--- config.mk ---
export PLATFORM = sky130hd
export DESIGN_NAME = csr_access_unit
export DESIGN_NICKNAME = d
export VERILOG_FILES = /design/src/rtl/csr_access_unit.sv
export SDC_FILE = /design/constraint.sdc
export NUM_CORES = 1
export LEC_CHECK = 0
export BUFFER_PORTS_ARGS = -buffer_cell sky130_fd_sc_hd__buf_2
export CAP_MARGIN = 20
export CORE_MARGIN = 2
export CORE_UTILIZATION = 45
export DETAILED_ROUTE_END_ITERATION = 7
export PLACE_DENSITY_LB_ADDON = 0.2
export SYNTH_ARGS = -nofsm -noshare
export SYNTH_HDL_FRONTEND = slang
export SYNTH_SLANG_ARGS = --single-unit
--- constraint.sdc ---
create_clock -name clk -period 3.2 [get_ports clk]
set_input_delay 0.64 -clock clk [delete_from_list [all_inputs] [get_ports clk]]
set_output_delay 0.64 -clock clk [all_outputs]
set_load 0.01 [all_outputs]
--- src/rtl/csr_access_unit.sv ---
// Zicsr initiator towards the CSR register bank. A request is latched when it is
// accepted. The unit then reads the old CSR value, builds the read-modify-write
// value and issues a single-cycle write when one is needed. Finally it presents
// the old value for rd writeback on a valid/ready response port.
module csr_access_unit #(
    parameter int unsigned XLEN   = 32,
    parameter int unsigned CSR_AW = 12
) (
    input  logic              clk,
    input  logic              nrst,
    input  logic              req_valid,
    output logic              req_ready,
    input  logic [2:0]        req_funct3,
    input  logic [CSR_AW-1:0] req_addr,
    input  logic [4:0]        req_rs1_idx,
    input  logic [XLEN-1:0]   req_rs1_val,
    input  logic [4:0]        req_rd,
    input  logic              flush,
    output logic [CSR_AW-1:0] csr_raddr,
    input  logic [XLEN-1:0]   csr_rdata,
    output logic              csr_wen,
    output logic [CSR_AW-1:0] csr_waddr,
    output logic [XLEN-1:0]   csr_wdata,
    output logic              resp_valid,
    input  logic              resp_ready,
    output logic [XLEN-1:0]   resp_rdata,
    output logic [4:0]        resp_rd,
    output logic              resp_illegal
);

    typedef enum logic [1:0] {
        IDLE,
        READ,
        WRITE,
        RESP
    } state_t;

    localparam logic [CSR_AW-1:0] ADDR_CYCLE    = CSR_AW'(12'hC00);
    localparam logic [CSR_AW-1:0] ADDR_CYCLEH   = CSR_AW'(12'hC80);
    localparam logic [CSR_AW-1:0] ADDR_INSTRET  = CSR_AW'(12'hC02);
    localparam logic [CSR_AW-1:0] ADDR_INSTRETH = CSR_AW'(12'hC82);

    state_t            state;
    state_t            next_state;
    logic [2:0]        funct3_q;
    logic [CSR_AW-1:0] addr_q;
    logic [4:0]        rd_q;
    logic [4:0]        rs1_idx_q;
    logic [XLEN-1:0]   rs1_val_q;
    logic [XLEN-1:0]   old_q;
    logic              illegal_q;

    logic              accept;
    logic              legal_funct3;
    logic              legal_addr;
    logic              legal_req;
    logic [XLEN-1:0]   src;
    logic [XLEN-1:0]   new_val;
    logic              do_write;

    assign accept       = req_valid && req_ready;
    assign legal_funct3 = (req_funct3 != 3'b000) && (req_funct3 != 3'b100);
    assign legal_addr   = (req_addr == ADDR_CYCLE)   || (req_addr == ADDR_CYCLEH) ||
                          (req_addr == ADDR_INSTRET) || (req_addr == ADDR_INSTRETH);
    assign legal_req    = legal_funct3 && legal_addr;

    // Immediate forms use the rs1 index field as a zero-extended 5-bit operand
    assign src      = funct3_q[2] ? XLEN'(rs1_idx_q) : rs1_val_q;
    // Set/clear with rs1 == x0 must not write; plain swaps always write
    assign do_write = (funct3_q[1:0] == 2'b01) || (rs1_idx_q != 5'd0);

    // Read-modify-write value from the captured old value
    always_comb begin
        new_val = src;
        case (funct3_q[1:0])
            2'b10:   new_val = old_q | src;
            2'b11:   new_val = old_q & ~src;
            default: new_val = src;
        endcase
    end

    // State register
    always_ff @(posedge clk or negedge nrst) begin
        if (!nrst) begin
            state <= IDLE;
        end else begin
            state <= next_state;
        end
    end

    // Next-state logic and all state-decoded outputs
    always_comb begin
        next_state   = state;
        req_ready    = 1'b0;
        csr_raddr    = '0;
        csr_wen      = 1'b0;
        csr_waddr    = '0;
        csr_wdata    = '0;
        resp_valid   = 1'b0;
        resp_rdata   = '0;
        resp_rd      = rd_q;
        resp_illegal = 1'b0;
        case (state)
            IDLE: begin
                req_ready = !flush;
                if (accept) begin
                    next_state = legal_req ? READ : RESP;
                end
            end
            READ: begin
                csr_raddr = addr_q;
                if (flush) begin
                    next_state = IDLE;
                end else if (do_write) begin
                    next_state = WRITE;
                end else begin
                    next_state = RESP;
                end
            end
            WRITE: begin
                // A flush here still lets this cycle's write land
                csr_wen    = 1'b1;
                csr_waddr  = addr_q;
                csr_wdata  = new_val;
                next_state = flush ? IDLE : RESP;
            end
            RESP: begin
                resp_valid   = 1'b1;
                resp_rdata   = old_q;
                resp_illegal = illegal_q;
                if (flush || resp_ready) begin
                    next_state = IDLE;
                end
            end
            default: next_state = IDLE;
        endcase
    end

    // Request latch on accept and old-value capture at the end of READ
    always_ff @(posedge clk or negedge nrst) begin
        if (!nrst) begin
            funct3_q  <= '0;
            addr_q    <= '0;
            rd_q      <= '0;
            rs1_idx_q <= '0;
            rs1_val_q <= '0;
            old_q     <= '0;
            illegal_q <= 1'b0;
        end else if (accept) begin
            funct3_q  <= req_funct3;
            addr_q    <= req_addr;
            rd_q      <= req_rd;
            rs1_idx_q <= req_rs1_idx;
            rs1_val_q <= req_rs1_val;
            old_q     <= '0;
            illegal_q <= !legal_req;
        end else if (state == READ) begin
            old_q <= csr_rdata;
        end
    end

endmodule

# --- Word-level counts from Yosys, hierarchy flattened ---
# Index checks and enable logic that the tools add are counted.
word_totals:
  out_inout_bits: 97
  elab_cells: 58
  regBits: 92
  inputBits: 94
classes:
  mux: 19
  bitwise: 3
  reduce_logical: 15
  eq_ne: 13
ops:
  columns: ["op", "count"]
  rows:
  - ["$mux 32", 5]
  - ["$pmux 32 s2", 1]
  - ["$eq 12x12->1 const B", 4]
  - ["$and 32x32->32", 1]
  - ["$not 32->32", 1]
  - ["$or 32x32->32", 1]
  - ["$mux 12", 2]
  - ["$mux 2", 5]
  - ["$eq 2x2->1 const B", 4]
  - ["$pmux 2 s4", 1]
  - ["$logic_or 1x1->1", 5]
  - ["$mux 1", 5]
  - ["$reduce_bool 5->1", 1]
  - ["$eq 2x1->1 const B", 2]
  - ["$ne 2x2->1 const B", 2]
  - ["$logic_and 1x1->1", 3]
  - ["$ne 3x3->1 const B", 1]
  - ["$reduce_bool 3->1", 1]
  - ["$logic_not 1->1", 2]
  - ["$logic_not 2->1", 1]
  - ["$reduce_and 2->1", 1]
  - ["$reduce_bool 2->1", 1]

# --- Logic depth before layout (Yosys ltp) ---
logic_depth:
  ltp_word: 8
  mapped_depth: 5
  mapped_depth_nobuf: 4

# --- Worst setup path after synthesis ---
# Ideal clock, no wire load.
synth_path:
  kind: "register -> output"
  startpoint: "register funct3_q[1]"
  endpoint: "output csr_wdata[11]"
  t_required_ns: 2.560
  n_path_buf: 2
  setup_slack_ns: 1.285
  arrival_time_ns: 1.275
  stages_incl_launch_ff: 6
  cell_sequence: "dfrtp_1 clkbuf_1 a21oi_2 buf_2 a32oi_1 nor2_1"
synth_via:
  elab_chain_len: 3
synth_rtl:
  columns: ["item", "line_no", "source"]
  rows:
  - ["start: declaration", "45", "logic [2:0] funct3_q;"]
  - ["start signal: assignment", "150", "funct3_q <= req_funct3;"]
  - ["$eq 2x2->1", "75", "case (funct3_q[1:0])"]
  - ["$pmux 32 s2 *", "75", null]
  - ["$mux 32 *", "103", "case (state)"]
  - ["end: declaration", "23", "output logic [XLEN-1:0] csr_wdata,"]
# Mark *: on every way between the ends. The rest lies on a longest branch, timed or not.

# --- Final worst setup path ---
layout_path:
  startpoint: "register funct3_q[2]"
  endpoint: "output csr_wdata[26]"
layout_via:
  elab_chain_len: 5
layout_rtl:
  columns: ["item", "line_no", "source"]
  rows:
  - ["$mux 32 *", "68", "assign src = funct3_q[2] ? XLEN'(rs1_idx_q) : rs1_val_q;"]
  - ["$not 32->32", "77", "2'b11: new_val = old_q & ~src;"]
  - ["$and 32x32->32", "77", null]
  - ["$pmux 32 s2 *", "75", null]
  - ["$mux 32 *", "103", null]
# Marks and branches as above.

==> results.cfg <==
[floorplanning]
die_area_um2 = 11300
rows = 37
fp.dieW_um = 106
core_area_um2 = 10200
start_util = 0.460
io_pins = 191
die_h_um = 106

[global_routing]
grt_pass1_vias = 4148
grt_use_total = 0.234
grt_pass1_wl_um = 20800
grt_overflow = 0
antenna_found_initial = 1
grt_max_degree = 64

[cells_and_area]
layout-drive-gt1-share = 0.358
layout-area-overhead-vs-synth_pct = 25.6
mostFrequentLayoutCells = buf_2, dfrtp_1, nand2_1, mux2_1, a21oi_1
stdcell_count = 786
num_antenna_cells = 0
nFillCells = 955
final_common_cell = buf_2
layout.nets = 740

[drt]
ant_nets = 0
drtIter0Drc = 217
vias_per_cell = 5.31
drt-pass1-iter-count = 4
routed_wl_um = 13100
vias = 4174
wire_per_inst_um = 16.6
drcViolationCount = 0

[place]
gp_congestion = 0.825
dp_hpwl_um = 9080
dp.cells = 771
port_buffers = 190

[setup_path]
crit_path_max_fanout = 18
path_cells = buf_4, nand2b_1, a32oi_1, nor2_1, buf_2
crit_slowest_cell = dfrtp_1
worstSetupStartpointType = flop
worstPathArrival_ns = 1.98
critical_path_required_ns = 2.56
end_kind = output pin
path_class = reg -> out
critical_path.max_stage_delay_ns = 0.82

[synthesis]
synth-compound-area-share = 0.107
syn_area_per_cell_um2 = 9.99
yosys.area_share.xor_xnor = 0
synth_cells = 471
ys_seq_area_frac = 0.489
synth-simple-area-share = 0.212
synth_adder_area_share = 0
muxShareOfSynthArea = 0.145
syn_area_um2 = 4710
yosysWarnings = 0
syn_nets = 565
ys_seq_elements = 92
synthDistinctLibCells = 28
synth_top_family_by_area = simple AND/OR/NAND/NOR gates

[clocking]
cts_tree = built
cts-root-buf = clkbuf_8
cts_setup_buffers = 0
htreeDepth = 3
clk_pin_slew_ns = 0.09
post_cts_resized = 0
clockBufferDepth = 2
clkLatencyLatePin_ns = 0.35
holdBufCountCts = 0
cts.sinks = 92
cts_made_buffers = 9

[timing]
hold_violations = 0
tightest_slew_ns = 0.721
totalNegativeSetupSlack_ns = 0
setup_viol = 0
final_max_slew_viol_count = 0
fin_crit_sh = 0.820
maxClockFrequency_ghz = 0.381
fin_worst_skew_ns = 0.00761
period_needed_ns = 2.62
slew_headroom = 0.520
rsz0062_at_grt = false

[run]
maxCapViolations = 0

[power]
vdd_drop_max_mv = 0.341
p_leak_nw = 3.03
p_per_area_nw_per_um2 = 578

[outcome]
status = complete, no violations

[hold_path]
hold_class = in -> async
[sequential cells by signal (all words and copies together), names as in the netlist]
signal and count:
rs1_val_q 32, illegal_q 1, resp_rd 5, state 2
funct3_q 3, addr_q 12, old_q 32, rs1_idx_q 5
[area by class of cell]
class                   count  area [µm²]  share of cell area
clock buffers              13         139              0.0235
clock inverters             2        12.5             0.00212
inverters                   2        7.51             0.00127
multi-input cells         337        2200               0.372
flip-flops and latches     92        2300               0.389
well taps                 136         170              0.0288
repair buffers            204        1080               0.183
[worst max-delay path: cells and delay by family, from the launching register on]
kind,cells,cell delay [ns]
DFF,1,0.82
AOI/OAI and AO/OA,1,0.09
and+or+nand+nor,2,0.25
buffers and inverters,2,0.46
[synthesized netlist by cell type]
cell,number,area share
nor4b_1,2,0.0037
buf_6,5,0.012
a21oi_1,38,0.040
mux2_1,41,0.098
mux2_2,15,0.036
a21oi_2,1,0.0019
buf_1,3,0.0024
and3_1,33,0.044
mux2i_1,5,0.011
clkbuf_1,18,0.014
nor4b_2,1,0.0032
nand2b_1,29,0.039
nor3_1,2,0.0021
buf_2,10,0.011
o21ai_0,7,0.0074
a31oi_1,2,0.0027
nand2_1,72,0.057
or4_1,1,0.0016
o2111ai_1,1,0.0019
a311o_1,1,0.0021
a32oi_1,27,0.050
nor2_1,31,0.025
dfrtp_1,92,0.49
nor4_1,1,0.0013
buf_4,4,0.0064
and2_1,25,0.033
inv_1,2,0.0016
nor2b_1,2,0.0027
[metrics by stage]
| stage | util | setup WS, ns | power, mW | hold slack (ns) | area (µm²) |
|---|---|---|---|---|---|
| 2_1_floorplan | - | 1.28 | 2.35 | 0.344 | 4710 |
| 3_3_place_gp | 0.563 | 0.966 | 2.73 | 0.465 | 5760 |
| 3_5_place_dp | 0.563 | 0.913 | 2.78 | 0.471 | 5760 |
| 4_1_cts | 0.578 | 0.517 | 3.45 | 0.323 | 5910 |
| 5_1_grt | 0.578 | 0.332 | 3.65 | 0.335 | 5910 |
| 6_report | 0.578 | 0.577 | 3.42 | 0.307 | 5910 |
[per-layer routing]
| layer | track usage | vias to the layer above | share of wire |
|---|---|---|---|
| li1 | - | 1987 | - |
| met5 | 0 | - | 0.00099 |
| met1 | 0.313 | 2034 | 0.43 |
| met2 | 0.384 | 134 | 0.49 |
| met3 | 0.0417 | 17 | 0.064 |
| met4 | 0.0846 | 2 | 0.017 |
[final timing paths]
kind                             start             to  slack, ns  cells past startpoint
min in group clk            resp_rd[0]     resp_rd[0]       0.49                      1
max                        funct3_q[2]  csr_wdata[26]       0.58                      5
max in group asynchronous         nrst      addr_q[1]       2.20                      2
min reg2reg                 resp_rd[0]     resp_rd[0]       0.49                      1
min                               nrst  rs1_val_q[16]       0.31                      1
max reg2reg                   state[1]      old_q[27]       1.15                      5
[logic make-up (layout without fill, tap and decap cells)]
kind of cell,count (synthesis),count (layout)
AO/OA/AOI/OAI,77,77
AND/OR/NAND/NOR,199,199
multiplexers,61,61
flip-flops,92,92
buffers and inverters,42,221
[power breakdown]
group	internal, mW	switching (mW)
Clock	0.279	0.383
Sequential	1.45	0.247
Combinational	0.501	0.553
Total	2.23	1.18
Power figures use the tool's default switching activity.
